<file path="src/rtl/systolic_host_link.sv">
// Host-side partner of the systolic tile's 16-beat nibble-serial link: serialises one
// command per block onto the tile inputs and deserialises the frame echoed one block later.

module systolic_host_link_lane (
   input  logic        clk,
   input  logic        rst,
   input  logic        load,
   input  logic [63:0] load_data,
   output logic [3:0]  nib,
   input  logic [3:0]  ret_nib,
   output logic [63:0] rx_frame
);
   logic [59:0] tx_sh;
   logic [59:0] rx_sh;

   // The nibble arriving this cycle completes the frame, so the top can capture it in one step.
   assign rx_frame = {rx_sh, ret_nib};

   always_ff @(posedge clk or posedge rst) begin
      if (rst) begin
         tx_sh <= '0;
         nib   <= '0;
         rx_sh <= '0;
      end else begin
         if (load) begin
            nib   <= load_data[63:60];
            tx_sh <= load_data[59:0];
         end else begin
            nib   <= tx_sh[59:56];
            tx_sh <= {tx_sh[55:0], 4'h0};
         end
         rx_sh <= rx_frame[59:0];
      end
   end
endmodule

module systolic_host_link (
   input  logic        clk,
   input  logic        rst,
   input  logic        cmd_valid,
   output logic        cmd_ready,
   input  logic [7:0]  cmd_addr,
   input  logic        cmd_write,
   input  logic [63:0] cmd_col_data,
   input  logic [63:0] cmd_row_data,
   output logic [3:0]  col_nib,
   output logic        col_ctrl,
   output logic [3:0]  row_nib,
   output logic        row_ctrl,
   input  logic [3:0]  col_ret_nib,
   input  logic        col_ret_ctrl,
   input  logic [3:0]  row_ret_nib,
   input  logic        row_ret_ctrl,
   output logic [3:0]  beat,
   output logic        rsp_valid,
   output logic [63:0] rsp_col_data,
   output logic [15:0] rsp_col_ctrl,
   output logic [63:0] rsp_row_data
);
   localparam int NUM_LANES = 2;

   typedef struct packed {
      logic [63:0] col;
      logic [63:0] row;
      logic [15:0] ctrl;
   } frame_t;

   logic                       blk_end;
   logic                       accept;
   logic                       pend_full;
   frame_t                     pend;
   frame_t                     cmd_frame;
   frame_t                     src;
   logic                       src_tag;
   logic [1:0]                 vld_pipe;
   logic [14:0]                tx_ctrl_sh;
   logic [14:0]                rx_ctrl_sh;
   logic [15:0]                rx_ctrl_frame;
   logic [NUM_LANES-1:0][63:0] lane_load;
   logic [NUM_LANES-1:0][63:0] lane_rx;
   logic [NUM_LANES-1:0][3:0]  lane_nib;
   logic [NUM_LANES-1:0][3:0]  lane_ret;
   logic                       unused_row_ret_ctrl;

   assign unused_row_ret_ctrl = row_ret_ctrl;

   assign blk_end   = (beat == 4'hF);
   assign cmd_ready = !pend_full | blk_end;
   assign accept    = cmd_valid & cmd_ready;
   assign cmd_frame = {cmd_col_data, cmd_row_data, cmd_addr, 2'b00, cmd_write, 5'b00000};

   // Frame launched at the block boundary: pending entry first, otherwise a command
   // accepted on this very beat bypasses pend, otherwise an untagged idle frame.
   always_comb begin
      src     = '0;
      src_tag = 1'b0;
      if (pend_full) begin
         src     = pend;
         src_tag = 1'b1;
      end else if (accept) begin
         src     = cmd_frame;
         src_tag = 1'b1;
      end
   end

   always_ff @(posedge clk or posedge rst) begin
      if (rst) begin
         beat      <= '0;
         pend_full <= 1'b0;
         pend      <= '0;
      end else begin
         beat <= beat + 4'd1;
         if (blk_end) begin
            pend_full <= pend_full & accept;
            if (pend_full & accept)
               pend <= cmd_frame;
         end else if (accept) begin
            pend_full <= 1'b1;
            pend      <= cmd_frame;
         end
      end
   end

   assign rx_ctrl_frame = {rx_ctrl_sh, col_ret_ctrl};

   always_ff @(posedge clk or posedge rst) begin
      if (rst) begin
         col_ctrl     <= 1'b0;
         tx_ctrl_sh   <= '0;
         rx_ctrl_sh   <= '0;
         vld_pipe     <= '0;
         rsp_valid    <= 1'b0;
         rsp_col_data <= '0;
         rsp_col_ctrl <= '0;
         rsp_row_data <= '0;
      end else begin
         rx_ctrl_sh <= rx_ctrl_frame[14:0];
         rsp_valid  <= 1'b0;
         if (blk_end) begin
            col_ctrl   <= src.ctrl[15];
            tx_ctrl_sh <= src.ctrl[14:0];
            // Stage 0: frame on the wire next block; stage 1: its echo arriving.
            vld_pipe   <= {vld_pipe[0], src_tag};
            if (vld_pipe[1]) begin
               rsp_valid    <= 1'b1;
               rsp_col_data <= lane_rx[0];
               rsp_row_data <= lane_rx[1];
               rsp_col_ctrl <= rx_ctrl_frame;
            end
         end else begin
            col_ctrl   <= tx_ctrl_sh[14];
            tx_ctrl_sh <= {tx_ctrl_sh[13:0], 1'b0};
         end
      end
   end

   assign row_ctrl = col_ctrl;

   assign lane_load[0] = src.col;
   assign lane_load[1] = src.row;
   assign lane_ret[0]  = col_ret_nib;
   assign lane_ret[1]  = row_ret_nib;
   assign col_nib      = lane_nib[0];
   assign row_nib      = lane_nib[1];

   genvar g;
   generate
      for (g = 0; g < NUM_LANES; g++) begin : g_lane
         systolic_host_link_lane u_lane (
            .clk       (clk),
            .rst       (rst),
            .load      (blk_end),
            .load_data (lane_load[g]),
            .nib       (lane_nib[g]),
            .ret_nib   (lane_ret[g]),
            .rx_frame  (lane_rx[g])
         );
      end
   endgenerate
endmodule
</file>
<file path="config.mk">
export PLATFORM = sky130hd
export DESIGN_NAME = systolic_host_link
export DESIGN_NICKNAME = d
export VERILOG_FILES = /design/src/rtl/systolic_host_link.sv
export SDC_FILE = /design/constraint.sdc
export NUM_CORES = 1
export LEC_CHECK = 0
export BUFFER_PORTS_ARGS = -buffer_cell sky130_fd_sc_hd__buf_2
export CAP_MARGIN = 20
export CORE_MARGIN = 3
export CORE_UTILIZATION = 30
export DETAILED_ROUTE_END_ITERATION = 10
export PLACE_DENSITY = 0.44
export SETUP_SLACK_MARGIN = 0.02
export SLEW_MARGIN = 10
export SYNTH_ARGS = -nofsm -noshare
export SYNTH_HDL_FRONTEND = slang
export SYNTH_HIERARCHICAL = 1
export SYNTH_SLANG_ARGS = --single-unit
</file>
<file path="constraint.sdc">
create_clock -name clk -period 18.3 [get_ports clk]
set_input_delay 0 -clock clk [delete_from_list [all_inputs] [get_ports clk]]
set_output_delay 0 -clock clk [all_outputs]
set_load 0.05 [all_outputs]
</file>
==> results.toml <==
[yosys]
ys_warn_count = 6
synth_nets = 1637
synth_top_area_cell = "dfrtp_1"
netlist_top_cells_count = "dfrtp_1, mux2_4, nand2_1, o21ai_0, mux2_2"
seq_area_frac_synth_pct = 63.46
ys_seq_elements = 563
synth_edf_count = 0
ys_types = 28
post-synth-top-count-cell = "dfrtp_1"
synth_area_leaders = "dfrtp_1, mux2_4, mux2_2"
async_reset_ff_share_pct = 100.0
yosys.area.top_type_share_pct = 63.46
synth_area_per_cell_um2 = 14.94
syn-instance-count = 1486
ys.flop_type = "dfrtp_1"
syn_area_mm2 = 0.02220

[floorplan]
fp.dieW_um = 278.0
start_util_pct = 30.38
coreArea_mm2 = 0.07308
io-pin-count = 310
die-area_mm2 = 0.07730
num_rows = 99
die_h_um = 278.0

[power]
p_switching_uw = 800.8
clockPowerShare_pct = 44.3
combPwrFrac_pct = 11.8
seq_power_share_pct = 43.9
power.leakage_uw = 0.01291
swShare_pct = 24.80
power.internal_uw = 2428
powerDensity_mw_per_mm2 = 114.3
irDropWorstVdd_mv = 0.06300

[sta]
finalHoldViolations = 0
relSlewSlack_pct = 32.54
fin_crit_sh_pct = 20.45
fin_crit_ns = 3.742
holdWs_ns = 0.05387
fin_ws_ns = 14.56
tns_ns = 0
max_freq_mhz = 267.3
rsz0062_at_grt = "no"
report.final.slew_viol_count = 0
worst_pin_slew_ns = 1.012
setup_viol = 0
fin_skew_ns = 0.03032

[clock_network]
ctsResizeCount = 0
post_cts_buffers = 0
htreeDepth = 3
cts_sinks = 563
root_buffer = "clkbuf_16"
tritoncts = "done"
cts.clk_slew.worst_paths_ns = 0.06
clock_path_buffers = 3
cts_buffers = 67
clkLatencyLatePin_ns = 0.61

[grt]
grt_pass1_vias = 13890
top_usage_layer = "met2"
overflow = 0
grt_use_met2_pct = 22.45
antenna_found_initial = 4
grt_max_degree = 140
use_met1_pct = 18.05
grt_usage_pct = 13.66
grt_use_met3_pct = 3.272
grt_first_pass_wirelength_um = 83680

[run]
maxCapViolCount = 0

[placement]
portBuffers = 308
dpl.hpwl_um = 30250
globalplace.congestion = 0.7215
pre_cts_ws_ns = 14.02

[critical_path]
setup.worst_path.end_class = "flop"
critical_path_class = "flop to flop"
critPathSlowestCell = "mux2_8"
max_stage_delay_ns = 0.91
cp.required_ns = 18.77
arrival_ns = 4.21
r2r_start = "beat[0]"
reg2reg_depth = 7
crit_chain = "ha_1 -> nand3_4 -> inv_8 -> mux2_8 -> buf_4 -> buf_16 -> mux2_4"
cp_top_family = "buffers and inverters"
rr_endpoint = "pend[141]"
r2r_setup_slack_ns = 14.56
worstSetupStartpointType = "flop"
cp_max_fo = 83
crit_buf_inv = 3

[route]
route.detailed.drc = 0
antenna_left = 0
vias = 12700
drt_pass1_iterations = 4
vias_per_cell = 4.325
drt_iter0_drc = 547
wl_um = 51890
wire_per_inst_um = 17.68

[finish]
nets = 2076
fill_cells = 7039
drive_gt1_share_pct = 40.04
areaGrowthSynthToFinish_pct = 27.26

[status]
run_status = "complete, no violations"

[min_path]
hold_class = "input port to flop"
min_delay_path_depth = 2
min_from = "row_ret_nib[0]"
holdPathEnd = "g_lane[1].u_lane/rx_sh[0]"
==> cell usage in the layout, fill, tap and decap left out, types with 2 or more instances in the layout <==
master         count
mux2_2           114
clkbuf_16         67
a221oi_1           8
clkbuf_8           9
clkbuf_1          14
buf_2            307
mux2_4           242
clkinv_16          4
and2_1            10
clkinv_2           7
nor2_1            19
nand2_1          240
a22o_1            10
dlygate4sd3_1    148
buf_4             12
inv_8              2
mux2_1            45
dfrtp_1          562
clkinv_8           2
diode_2            3
bufinv_16         11
inv_6              2
o21ai_0          118
==> power by group through the flow <==
stage | combinational [uW] | sequential, uW | clock [uW]
final | 381 | 1420 | 1430
after global routing | 415 | 1430 | 1540
after CTS | 389 | 1420 | 1490
after detailed placement | 360 | 1440 | 0
after global placement | 356 | 1440 | 0
after floorplan | 206 | 1490 | 0
==> final cells by class <==
type	count	area, um^2	area share [%]
well taps	959	1200	4.247
clock buffers	90	1853	6.559
multi-input cells	818	7332	25.95
clock inverters	27	554.3	1.962
inverters	5	43.79	0.1550
repair buffers	470	3171	11.22
diodes	3	7.507	0.02657
flip-flops and latches	563	14090	49.88
==> per-layer routing <==
layer  vias to the layer above  wire (um)
li1                       5918          -
met1                      6464      23290
met2                       223      25060
met3                        88       2266
met4                         2       1260
met5                         -         13
==> worst max-delay path by stage <==
stage	cells after the start	end	start	slack (ns)
after floorplan	1	beat[0]	rst	9.59
after global placement	5	pend[115]	cmd_valid	14.02
after detailed placement	5	pend[115]	cmd_valid	14.02
after CTS	4	pend[141]	pend_full	14.01
after global routing	7	pend[84]	beat[0]	14.27
final	7	pend[141]	beat[0]	14.56
==> cell families (layout without fill, tap and decap cells) <==
kind of cell	count (synthesis)	count (layout)	share of synthesized area [%]
XOR/XNOR	2	2	0.07891
AND/OR/NAND/NOR	275	275	4.869
AO/OA/AOI/OAI	137	137	3.404
other	0	3	0
adder cells (fa/ha/maj)	2	2	0.1014
flip-flops	563	563	63.46
multiplexers	402	402	24.50
buffers and inverters	105	592	3.590
==> worst register-to-register path: stages (launching register included) <==
cell     delay [ns]
dfrtp_1        0.39
ha_1           0.25
nand3_4        0.26
inv_8          0.56
mux2_8         0.92
buf_4          0.55
buf_16         0.33
mux2_4         0.36
==> registers in the layout (all words and copies together) (netlist names) <==
register	flops
pend	137
g_lane.u_lane/rx_sh	120
g_lane.u_lane/tx_sh	120
rsp_col_data	64
rsp_row_data	64
rsp_col_ctrl	16
rx_ctrl_sh	15
tx_ctrl_sh	10
g_lane.u_lane/nib	8
beat	4
vld_pipe	2
col_ctrl	1
pend_full	1
rsp_valid	1
==> through the flow <==
step                instances  power [uW]  cell area, um^2  utilization [%]
detailed placement       2665        1799            24310            33.27
global route             2934        3388            28250            38.66
floorplan                1486        1698            22200                -
finish                   2935        3228            28250            38.66
CTS                      2930        3297            28200            38.59
global placement         2665        1791            24310            33.27
==> what timing repair did <==
action	CTS	global route
endpoints found under the setup margin	0	0
hold buffers	148	0
endpoints found under the hold margin	526	0
No activity file was read; power rests on OpenSTA's default activity.
